## config.mk

```make
export PLATFORM = sky130hd
export DESIGN_NAME = uart_rx
export DESIGN_NICKNAME = d
export VERILOG_FILES = /design/src/rtl/uart_rx.sv
export SDC_FILE = /design/constraint.sdc
export NUM_CORES = 1
export LEC_CHECK = 0
export CAP_MARGIN = 5
export CORE_UTILIZATION = 57
export CTS_CLUSTER_DIAMETER = 150
export DETAILED_ROUTE_END_ITERATION = 10
export PLACE_DENSITY = 0.74
export SLEW_MARGIN = 20
export SYNTH_ARGS = -nofsm -noshare
export SYNTH_HDL_FRONTEND = slang
export SYNTH_SLANG_ARGS = --single-unit
```

## constraint.sdc

```tcl
create_clock -name clk_50m -period 2.05 [get_ports clk_50m]
set_input_delay 0.41 -clock clk_50m [delete_from_list [all_inputs] [get_ports clk_50m]]
set_output_delay 0.41 -clock clk_50m [all_outputs]
set_load 0.02 [all_outputs]
```

## src/rtl/uart_rx.sv

```systemverilog
// Byte-wide UART receiver, 8N1 (8E1 when UART_RX_PARITY_EN is defined), 3-sample majority vote per bit.
// Received byte is held in data/valid until acknowledged with rd_ack.
module uart_rx #(
    parameter int CLKS_PER_BIT = 434
) (
    input  logic       clk_50m,
    input  logic       rst,
    input  logic       rxd,
    output logic [7:0] data,
    output logic       valid,
    input  logic       rd_ack,
    output logic       frame_err,
    output logic       overrun,
    output logic       busy
`ifdef UART_RX_PARITY_EN
    ,
    output logic       parity_err
`endif
);

    localparam int HALF = CLKS_PER_BIT / 2;

    localparam logic [9:0] CNT_LAST = 10'(CLKS_PER_BIT - 1);
    localparam logic [9:0] CNT_HM1  = 10'(HALF - 1);
    localparam logic [9:0] CNT_HALF = 10'(HALF);
    localparam logic [9:0] CNT_HP1  = 10'(HALF + 1);

    localparam logic [2:0] S_IDLE   = 3'd0;
    localparam logic [2:0] S_START  = 3'd1;
    localparam logic [2:0] S_DATA   = 3'd2;
`ifdef UART_RX_PARITY_EN
    localparam logic [2:0] S_PARITY = 3'd3;
`endif
    localparam logic [2:0] S_STOP   = 3'd4;
    localparam logic [2:0] S_BREAK  = 3'd5;

    logic       sync1, rxs, rxs_d;
    logic [2:0] state;
    logic [9:0] cnt;
    logic [9:0] cnt_next;
    logic [2:0] bit_idx;
    logic [7:0] sh;
    logic       samp_a, samp_b;
    logic       fall, maj_pt, wrap, maj, commit, ack;
`ifdef UART_RX_PARITY_EN
    logic       par_bit;
`endif

    always_ff @(posedge clk_50m or posedge rst) begin
        if (rst) begin
            sync1 <= 1'b1;
            rxs   <= 1'b1;
            rxs_d <= 1'b1;
        end else begin
            sync1 <= rxd;
            rxs   <= sync1;
            rxs_d <= rxs;
        end
    end

    // Third vote is the live rxs at cnt=HALF+1, so the decision is ready in that cycle.
    always_comb begin
        fall     = rxs_d & ~rxs;
        maj_pt   = (cnt == CNT_HP1);
        wrap     = (cnt == CNT_LAST);
        cnt_next = wrap ? '0 : cnt + 10'd1;
        maj      = (samp_a & samp_b) | (samp_a & rxs) | (samp_b & rxs);
        commit   = (state == S_STOP) && maj_pt;
        ack      = valid & rd_ack;
    end

    assign busy = (state != S_IDLE);

    always_ff @(posedge clk_50m or posedge rst) begin
        if (rst) begin
            state   <= S_IDLE;
            cnt     <= '0;
            bit_idx <= '0;
            sh      <= '0;
            samp_a  <= 1'b1;
            samp_b  <= 1'b1;
`ifdef UART_RX_PARITY_EN
            par_bit <= 1'b0;
`endif
        end else begin
            if (state != S_IDLE && state != S_BREAK) begin
                cnt <= cnt_next;
                if (cnt == CNT_HM1) samp_a <= rxs;
                if (cnt == CNT_HALF) samp_b <= rxs;
            end
            case (state)
                S_IDLE: begin
                    if (fall) begin
                        cnt   <= '0;
                        state <= S_START;
                    end
                end
                S_START: begin
                    if (maj_pt && maj) begin
                        state <= S_IDLE;
                    end else if (wrap) begin
                        state   <= S_DATA;
                        bit_idx <= '0;
                    end
                end
                S_DATA: begin
                    if (maj_pt) sh <= {maj, sh[7:1]};
                    if (wrap) begin
                        if (bit_idx == 3'd7) begin
`ifdef UART_RX_PARITY_EN
                            state <= S_PARITY;
`else
                            state <= S_STOP;
`endif
                        end else begin
                            bit_idx <= bit_idx + 3'd1;
                        end
                    end
                end
`ifdef UART_RX_PARITY_EN
                S_PARITY: begin
                    if (maj_pt) par_bit <= maj;
                    if (wrap) state <= S_STOP;
                end
`endif
                S_STOP: begin
                    if (maj_pt) state <= maj ? S_IDLE : S_BREAK;
                end
                S_BREAK: begin
                    if (rxs) state <= S_IDLE;
                end
                default: state <= S_IDLE;
            endcase
        end
    end

    // A commit coinciding with rd_ack replaces the old byte in place; valid never drops.
    always_ff @(posedge clk_50m or posedge rst) begin
        if (rst) begin
            data       <= '0;
            valid      <= 1'b0;
            frame_err  <= 1'b0;
            overrun    <= 1'b0;
`ifdef UART_RX_PARITY_EN
            parity_err <= 1'b0;
`endif
        end else begin
            if (commit && (!valid || ack)) begin
                data       <= sh;
                frame_err  <= ~maj;
                valid      <= 1'b1;
`ifdef UART_RX_PARITY_EN
                parity_err <= (^sh) ^ par_bit;
`endif
                if (ack) overrun <= 1'b0;
            end else if (commit) begin
                overrun <= 1'b1;
            end else if (ack) begin
                valid   <= 1'b0;
                overrun <= 1'b0;
            end
        end
    end

endmodule

```

==> results of run 1 <==
==> worst max-delay path: stages, from the launching register on <==
cell and delay [ns]:
dfrtp_1 0.44, inv_1 0.10, ha_1 0.18, or4b_4 0.48, nor3b_4 0.21, a21o_1 0.32, nor2_1 0.09
==> cell families after synthesis <==
logic type	share of synthesized area, %
adder cells (fa/ha/maj)	3.80
AND/OR/NAND/NOR	18.0
AO/OA/AOI/OAI	10.1
XOR/XNOR	3.54
flip-flops	50.9
multiplexers	10.8
buffers and inverters	2.72
==> cell type report <==
class	instances	area (µm²)
fill	277	1040
timing repair buffer	24	216
tap	46	57.6
inverter	6	22.5
clock inverter	3	42.5
sequential	40	1010
multi-input combinational	118	916
clock buffer	5	37.5
==> synthesized netlist by cell type (all sizes together) (2+ instances only) <==
cell type  count
buf            2
xor2           6
and4bb         2
a21oi          5
inv            6
nand3          9
a21o           2
nor4b          2
o21a           2
a31oi          2
dfstp          5
xnor2          2
or3            3
ha             6
and2           3
nor2          13
o2111ai        4
nand2         11
nor3b          2
o21ai          6
and3           3
o211ai         3
mux2          19
clkbuf         4
dfrtp         35
==> per-stage QoR <==
stage | power (W) | instance area [µm²]
after floorplan | 0.00121 | 1980
after global placement | 0.00129 | 2220
after detailed placement | 0.00131 | 2220
after CTS | 0.00182 | 2300
after global routing | 0.00191 | 2300
final | 0.00181 | 2300
==> per-layer routing <==
metal,track usage [%],up-vias,wire length [µm]
li1,-,658,-
met1,25.8,656,1650
met2,34.9,23,1720
met3,5.76,3,117
met4,7.14,0,21
met5,0,-,0
==> sequential cells by signal, summed over array words and instances (netlist names) <==
name	count
bit_idx	3
frame_err	1
sh	8
rxs_d	1
valid	1
data	8
sync1	1
rxs	1
state	3
cnt	10
samp_a	1
overrun	1
samp_b	1
==> power by group through the flow <==
stage / sequential [W] / combinational [W] / clock, W
3_5_place_dp: 0.000954 / 0.000352 / 0
3_3_place_gp: 0.000950 / 0.000340 / 0
2_1_floorplan: 0.000931 / 0.000277 / 0
4_1_cts: 0.000939 / 0.000355 / 0.000530
6_report: 0.000940 / 0.000350 / 0.000518
5_1_grt: 0.000951 / 0.000394 / 0.000563
==> how the worst max path moves through the flow <==
stage | depth (start not counted) | end | slack (ns) | from
after global routing | 6 | cnt[3]$_DFF_PP0_ | 0.01 | cnt[1]$_DFF_PP0_
after floorplan | 7 | cnt[9]$_DFF_PP0_ | 0.24 | cnt[1]$_DFF_PP0_
after global placement | 6 | cnt[0]$_DFF_PP0_ | 0.22 | cnt[1]$_DFF_PP0_
final | 6 | cnt[0]$_DFF_PP0_ | 0.11 | cnt[1]$_DFF_PP0_
after detailed placement | 6 | cnt[0]$_DFF_PP0_ | 0.16 | cnt[1]$_DFF_PP0_
after CTS | 6 | cnt[0]$_DFF_PP0_ | 0.12 | cnt[1]$_DFF_PP0_
==> timing repair <==
| action | CTS | global route |
|---|---|---|
| gates resized for setup | 1 | 0 |
| hold endpoints to repair | 0 | 0 |
| setup endpoints to repair | 1 | 0 |
==> flow_metrics.env, run 1 <==
export IMPL_r2r_start="cnt[1]$_DFF_PP0_"
export IMPL_p_seq_share_pct=52.0
export IMPL_power_internal_w=0.00127
export IMPL_r2r_setup_slack_ns=0.11
export IMPL_holdWs_ns=0.367
export IMPL_post_cts_setup_buffers=0
export IMPL_hpwl_um=2470
export IMPL_layout_commonest_cell="dfrtp_1"
export IMPL_grt_pass1_vias=1307
export IMPL_dp_cells=234
export IMPL_area_delta_synth_final_pct=16.3
export IMPL_num_antenna_cells=0
export IMPL_numCtsBuffers=5
export IMPL_ios=16
export IMPL_powerDensity_nw_per_um2=786
export IMPL_final_cell_mix="35 x dfrtp_1, 19 x mux2_2, 14 x clkdlybuf4s50_1, 13 x nor2_1, 11 x nand2_1"
export IMPL_layout_drive_gt1_share_pct=25.5
export IMPL_r2r_end="cnt[0]$_DFF_PP0_"
export IMPL_wl_per_cell_um=14.5
export IMPL_cts_root_buffer="clkbuf_4"
export IMPL_worstRegToRegCells=6
export IMPL_h_tree_depth=2
export IMPL_required_ns=2.28
export IMPL_ys_seq_area_share_pct=50.9
export IMPL_synth_distinct_cells=42
export IMPL_fin_ws_ns=0.110
export IMPL_hold_start="sync1$_DFF_PP1_"
export IMPL_endpoint_kind="flop"
export IMPL_cts_tree="yes"
export IMPL_clk_latency_ns=0.35
export IMPL_crit_type="reg -> reg"
export IMPL_fmaxAchievable_mhz=515
export IMPL_arrival_ns=2.17
export IMPL_clock_path_buffers=2
export IMPL_ir_drop_uv=547
export IMPL_place_ws_ns=0.157
export IMPL_synth_edf_count=0
export IMPL_num_vias=1340
export IMPL_grt_pass1_wl_um=5620
export IMPL_min_to="rxs$_DFF_PP1_"
export IMPL_syn_avg_cell_area_um2=11.6
export IMPL_drtPass1Iterations=4
export IMPL_gp_congestion=0.871
export IMPL_wl_um=3510
export IMPL_fin_crit_ns=1.94
export IMPL_via_per_inst=5.54
export IMPL_die_h_um=60.9
export IMPL_synthArstFlopShare_pct=100
export IMPL_synth_ff_type="dfrtp_1"
export IMPL_rsz0062_at_grt="no"
export IMPL_setup_viol=0
export IMPL_synth_nets=180
export IMPL_hold_buffers=0
export IMPL_drc=0
export IMPL_drtIter0Drc=83
export IMPL_critPathLaunchType="flop"
export IMPL_antenna_found_initial=0
export IMPL_finalClockSkew_ns=0.0103
export IMPL_num_rows=21
export IMPL_synth_top_cell_area_share_pct=44.3
export IMPL_grt_max_degree=41
export IMPL_hold_depth=0
export IMPL_clkPwrFrac_pct=28.6
export IMPL_fin_tns_setup_ns=0
export IMPL_synth_top_area_cell="dfrtp_1"
export IMPL_p_sw_share_pct=29.7
export IMPL_grt_use_total_pct=20.7
export IMPL_hold_viol=0
export IMPL_drv_slew=0
export IMPL_ys_seq_elements=40
export IMPL_fin_crit_sh_pct=94.6
export IMPL_switching_power_w=0.000536
export IMPL_core_um2=3340
export IMPL_p_comb_share_pct=19.4
export IMPL_p_leak_nw=1.06
export IMPL_cts_sinks=40
export IMPL_start_util_pct=59.2
export IMPL_numPortBuffers=15
export IMPL_hold_class="reg -> reg"
export IMPL_clk_pin_slew_worst_paths_ns=0.13
export IMPL_cap_violations=0
export IMPL_status="finished, final reports clean"
export IMPL_slew_headroom_pct=67.5
export IMPL_cp_max_fo=9
export IMPL_dieArea_um2=3710
export IMPL_antenna_left=0
export IMPL_final_cells=242
export IMPL_grt_ovfl_total=0
export IMPL_ys_top_cells_by_area="dfrtp_1 44%, mux2_2 11%, dfstp_2 6.6%"
export IMPL_tightest_slew_ns=0.488
export IMPL_final_util_pct=68.9
export IMPL_die_w_um=60.9
export IMPL_nets=205
export IMPL_syn_cell_area_um2=1980
export IMPL_synth_cells=170
export IMPL_ys_warn_count=0
No activity file was read; power rests on OpenSTA's default activity.
==> run 2, diff against run 1 <==
--- a/config.mk
+++ b/config.mk
@@ -10,6 +10,7 @@
 export CTS_CLUSTER_DIAMETER = 150
 export DETAILED_ROUTE_END_ITERATION = 10
 export PLACE_DENSITY = 0.74
+export REMOVE_ABC_BUFFERS = 1
 export SLEW_MARGIN = 20
 export SYNTH_ARGS = -nofsm -noshare
 export SYNTH_HDL_FRONTEND = slang
==> run 2 against run 1 <==
Effect of this change:
- routed wire length decreased by 0.91%
- critical endpoint is now cnt[2]$_DFF_PP0_
- global-route usage increased by 1.0 points
- cell count unchanged
- maximum frequency increased by 4.2%
- flip-flop and latch count unchanged
- count of clock-buffer cells in the layout increased by 2
- non-clock buffer count unchanged
- sequential share of layout area increased by 0.34 points
- power decreased by 4.9%
- first-iteration DRC count decreased by 25%
==> flow_metrics.env, run 2 (same netlist as run 1, synthesis figures left out) <==
export IMPL_status="finished, final reports clean"
export IMPL_fin_ws_ns=0.187
export IMPL_p_comb_share_pct=21.6
export IMPL_grt_max_degree=41
export IMPL_totalPowerFinal_w=0.00172
export IMPL_clk_latency_ns=0.34
export IMPL_final_area_um2=2280
export IMPL_numPortBuffers=15
export IMPL_hold_viol=0
export IMPL_die_h_um=60.9
export IMPL_p_sw_share_pct=30.6
export IMPL_endpoint_kind="flop"
export IMPL_crit_type="reg -> reg"
export IMPL_final_cells=242
export IMPL_wl_um=3480
export IMPL_hpwl_um=2580
export IMPL_post_cts_setup_buffers=0
export IMPL_fmaxAchievable_mhz=537
export IMPL_r2r_start="cnt[0]$_DFF_PP0_"
export IMPL_clkPwrFrac_pct=24.0
export IMPL_cts_sinks=40
export IMPL_gp_congestion=0.846
export IMPL_fin_tns_setup_ns=0
export IMPL_p_leak_nw=1.05
export IMPL_reg_largest_list="cnt: 10 flops, data: 8 flops, sh: 8 flops"
export IMPL_antenna_left=0
export IMPL_grt_pass1_wl_um=5750
export IMPL_num_rows=21
export IMPL_slew_headroom_pct=67.7
export IMPL_cts_root_buffer="clkbuf_4"
export IMPL_dp_cells=234
export IMPL_dieArea_um2=3710
export IMPL_largest_reg_flops=10
export IMPL_core_um2=3340
export IMPL_die_w_um=60.9
export IMPL_r2r_setup_slack_ns=0.19
export IMPL_h_tree_depth=2
export IMPL_hold_buffers=0
export IMPL_power_internal_w=0.00119
export IMPL_area_delta_synth_final_pct=15.4
export IMPL_grt_pass1_vias=1319
export IMPL_cts_repair_resize_count=1
export IMPL_place_ws_ns=0.204
export IMPL_powerDensity_nw_per_um2=754
export IMPL_clock_path_buffers=2
export IMPL_required_ns=2.28
export IMPL_cts_tree="yes"
export IMPL_final_cell_mix="35 x dfrtp_1, 19 x mux2_2, 14 x clkdlybuf4s50_1, 13 x nor2_1, 11 x nand2_1"
export IMPL_switching_power_w=0.000527
export IMPL_fin_crit_sh_pct=90.9
export IMPL_num_vias=1367
export IMPL_fin_crit_ns=1.86
export IMPL_grt_use_total_pct=21.8
export IMPL_hold_class="reg -> reg"
export IMPL_r2r_end="cnt[2]$_DFF_PP0_"
export IMPL_layout_drive_gt1_share_pct=25.0
export IMPL_worstRegToRegCells=5
export IMPL_ir_drop_uv=483
export IMPL_drc=0
export IMPL_start_util_pct=59.2
export IMPL_placed_cell_area_um2=2220
export IMPL_ios=16
export IMPL_nets=205
export IMPL_cp_max_fo=9
export IMPL_arrival_ns=2.09
export IMPL_top_register="cnt"
export IMPL_cap_violations=0
export IMPL_numCtsBuffers=5
export IMPL_antenna_found_initial=0
export IMPL_rsz0062_at_grt="no"
export IMPL_drtPass1Iterations=4
export IMPL_hold_start="sync1$_DFF_PP1_"
export IMPL_setup_viol=0
export IMPL_via_per_inst=5.65
export IMPL_critPathLaunchType="flop"
export IMPL_cp_endpoint="cnt[2]$_DFF_PP0_"
export IMPL_startpoint="cnt[0]$_DFF_PP0_"
export IMPL_wl_per_cell_um=14.4
export IMPL_num_antenna_cells=0
export IMPL_p_seq_share_pct=54.4
export IMPL_finalClockSkew_ns=0.00924
export IMPL_drtIter0Drc=62
export IMPL_drv_slew=0
export IMPL_tightest_slew_ns=0.484
export IMPL_layout_commonest_cell="dfrtp_1"
export IMPL_clk_pin_slew_worst_paths_ns=0.12
export IMPL_grt_ovfl_total=0
==> run 2: changes by cell type in the layout (fill, tap and decap cells not counted) <==
cell / previous run / this run
bufinv_16: 1 / 0
clkbuf_8: 0 / 1
clkbuf_1: 0 / 1
clkinv_2: 1 / 0
==> run 2: power by group through the flow <==
stage	clock network [W]	logic (W)	registers, W
global route	0.000464	0.000421	0.000946
finish	0.000412	0.000372	0.000936
floorplan	0	0.000262	0.000938
global placement	0	0.000356	0.000941
detailed placement	0	0.000376	0.000948
CTS	0.000431	0.000376	0.000932
==> run 2: through the flow <==
step | utilization [%] | hold slack, ns
global route | 68.4 | 0.358
global placement | 66.6 | 0.355
floorplan | - | 0.345
finish | 68.4 | 0.363
CTS | 68.4 | 0.362
detailed placement | 66.6 | 0.354
==> run 2: area by class of cell <==
| type | count | area [µm²] |
|---|---|---|
| Fill cell | 265 | 1050 |
| Inverter | 6 | 22.5 |
| Clock buffer | 7 | 55.1 |
| Timing Repair Buffer | 24 | 216 |
| Tap cell | 46 | 57.6 |
| Multi-Input combinational cell | 118 | 916 |
| Sequential cell | 40 | 1010 |
| Clock inverter | 1 | 7.51 |
==> run 2: critical path: stages (launching register included) <==
cell and delay, ns:
dfrtp_1 0.44, ha_1 0.21, or4b_4 0.48, nor3b_4 0.21
a21o_1 0.31, nor2_1 0.10
==> run 2: worst min-delay path by stage <==
| stage | slack [ns] | depth (start not counted) | to |
|---|---|---|---|
| 6_report | 0.36 | 0 | rxs$_DFF_PP1_ |
| 5_1_grt | 0.36 | 0 | rxs$_DFF_PP1_ |
| 4_1_cts | 0.36 | 0 | rxs$_DFF_PP1_ |
| 3_5_place_dp | 0.35 | 0 | rxs$_DFF_PP1_ |
| 3_3_place_gp | 0.35 | 0 | rxs$_DFF_PP1_ |
| 2_1_floorplan | 0.35 | 0 | rxs$_DFF_PP1_ |
==> run 2: layer usage <==
metal	vias to the layer above	track usage [%]	part of all wire, %
li1	663	-	-
met1	678	24.6	42
met2	19	38.1	53
met3	7	6.82	3.7
met4	0	9.09	1.5
met5	-	0	0
==> run 3, diff against run 2 <==
--- a/config.mk
+++ b/config.mk
@@ -7,7 +7,6 @@
 export LEC_CHECK = 0
 export CAP_MARGIN = 5
 export CORE_UTILIZATION = 57
-export CTS_CLUSTER_DIAMETER = 150
 export DETAILED_ROUTE_END_ITERATION = 10
 export PLACE_DENSITY = 0.74
 export REMOVE_ABC_BUFFERS = 1
==> results of run 3 <==
Same layout as run 2: the final DEF is identical, and so are final timing and power.
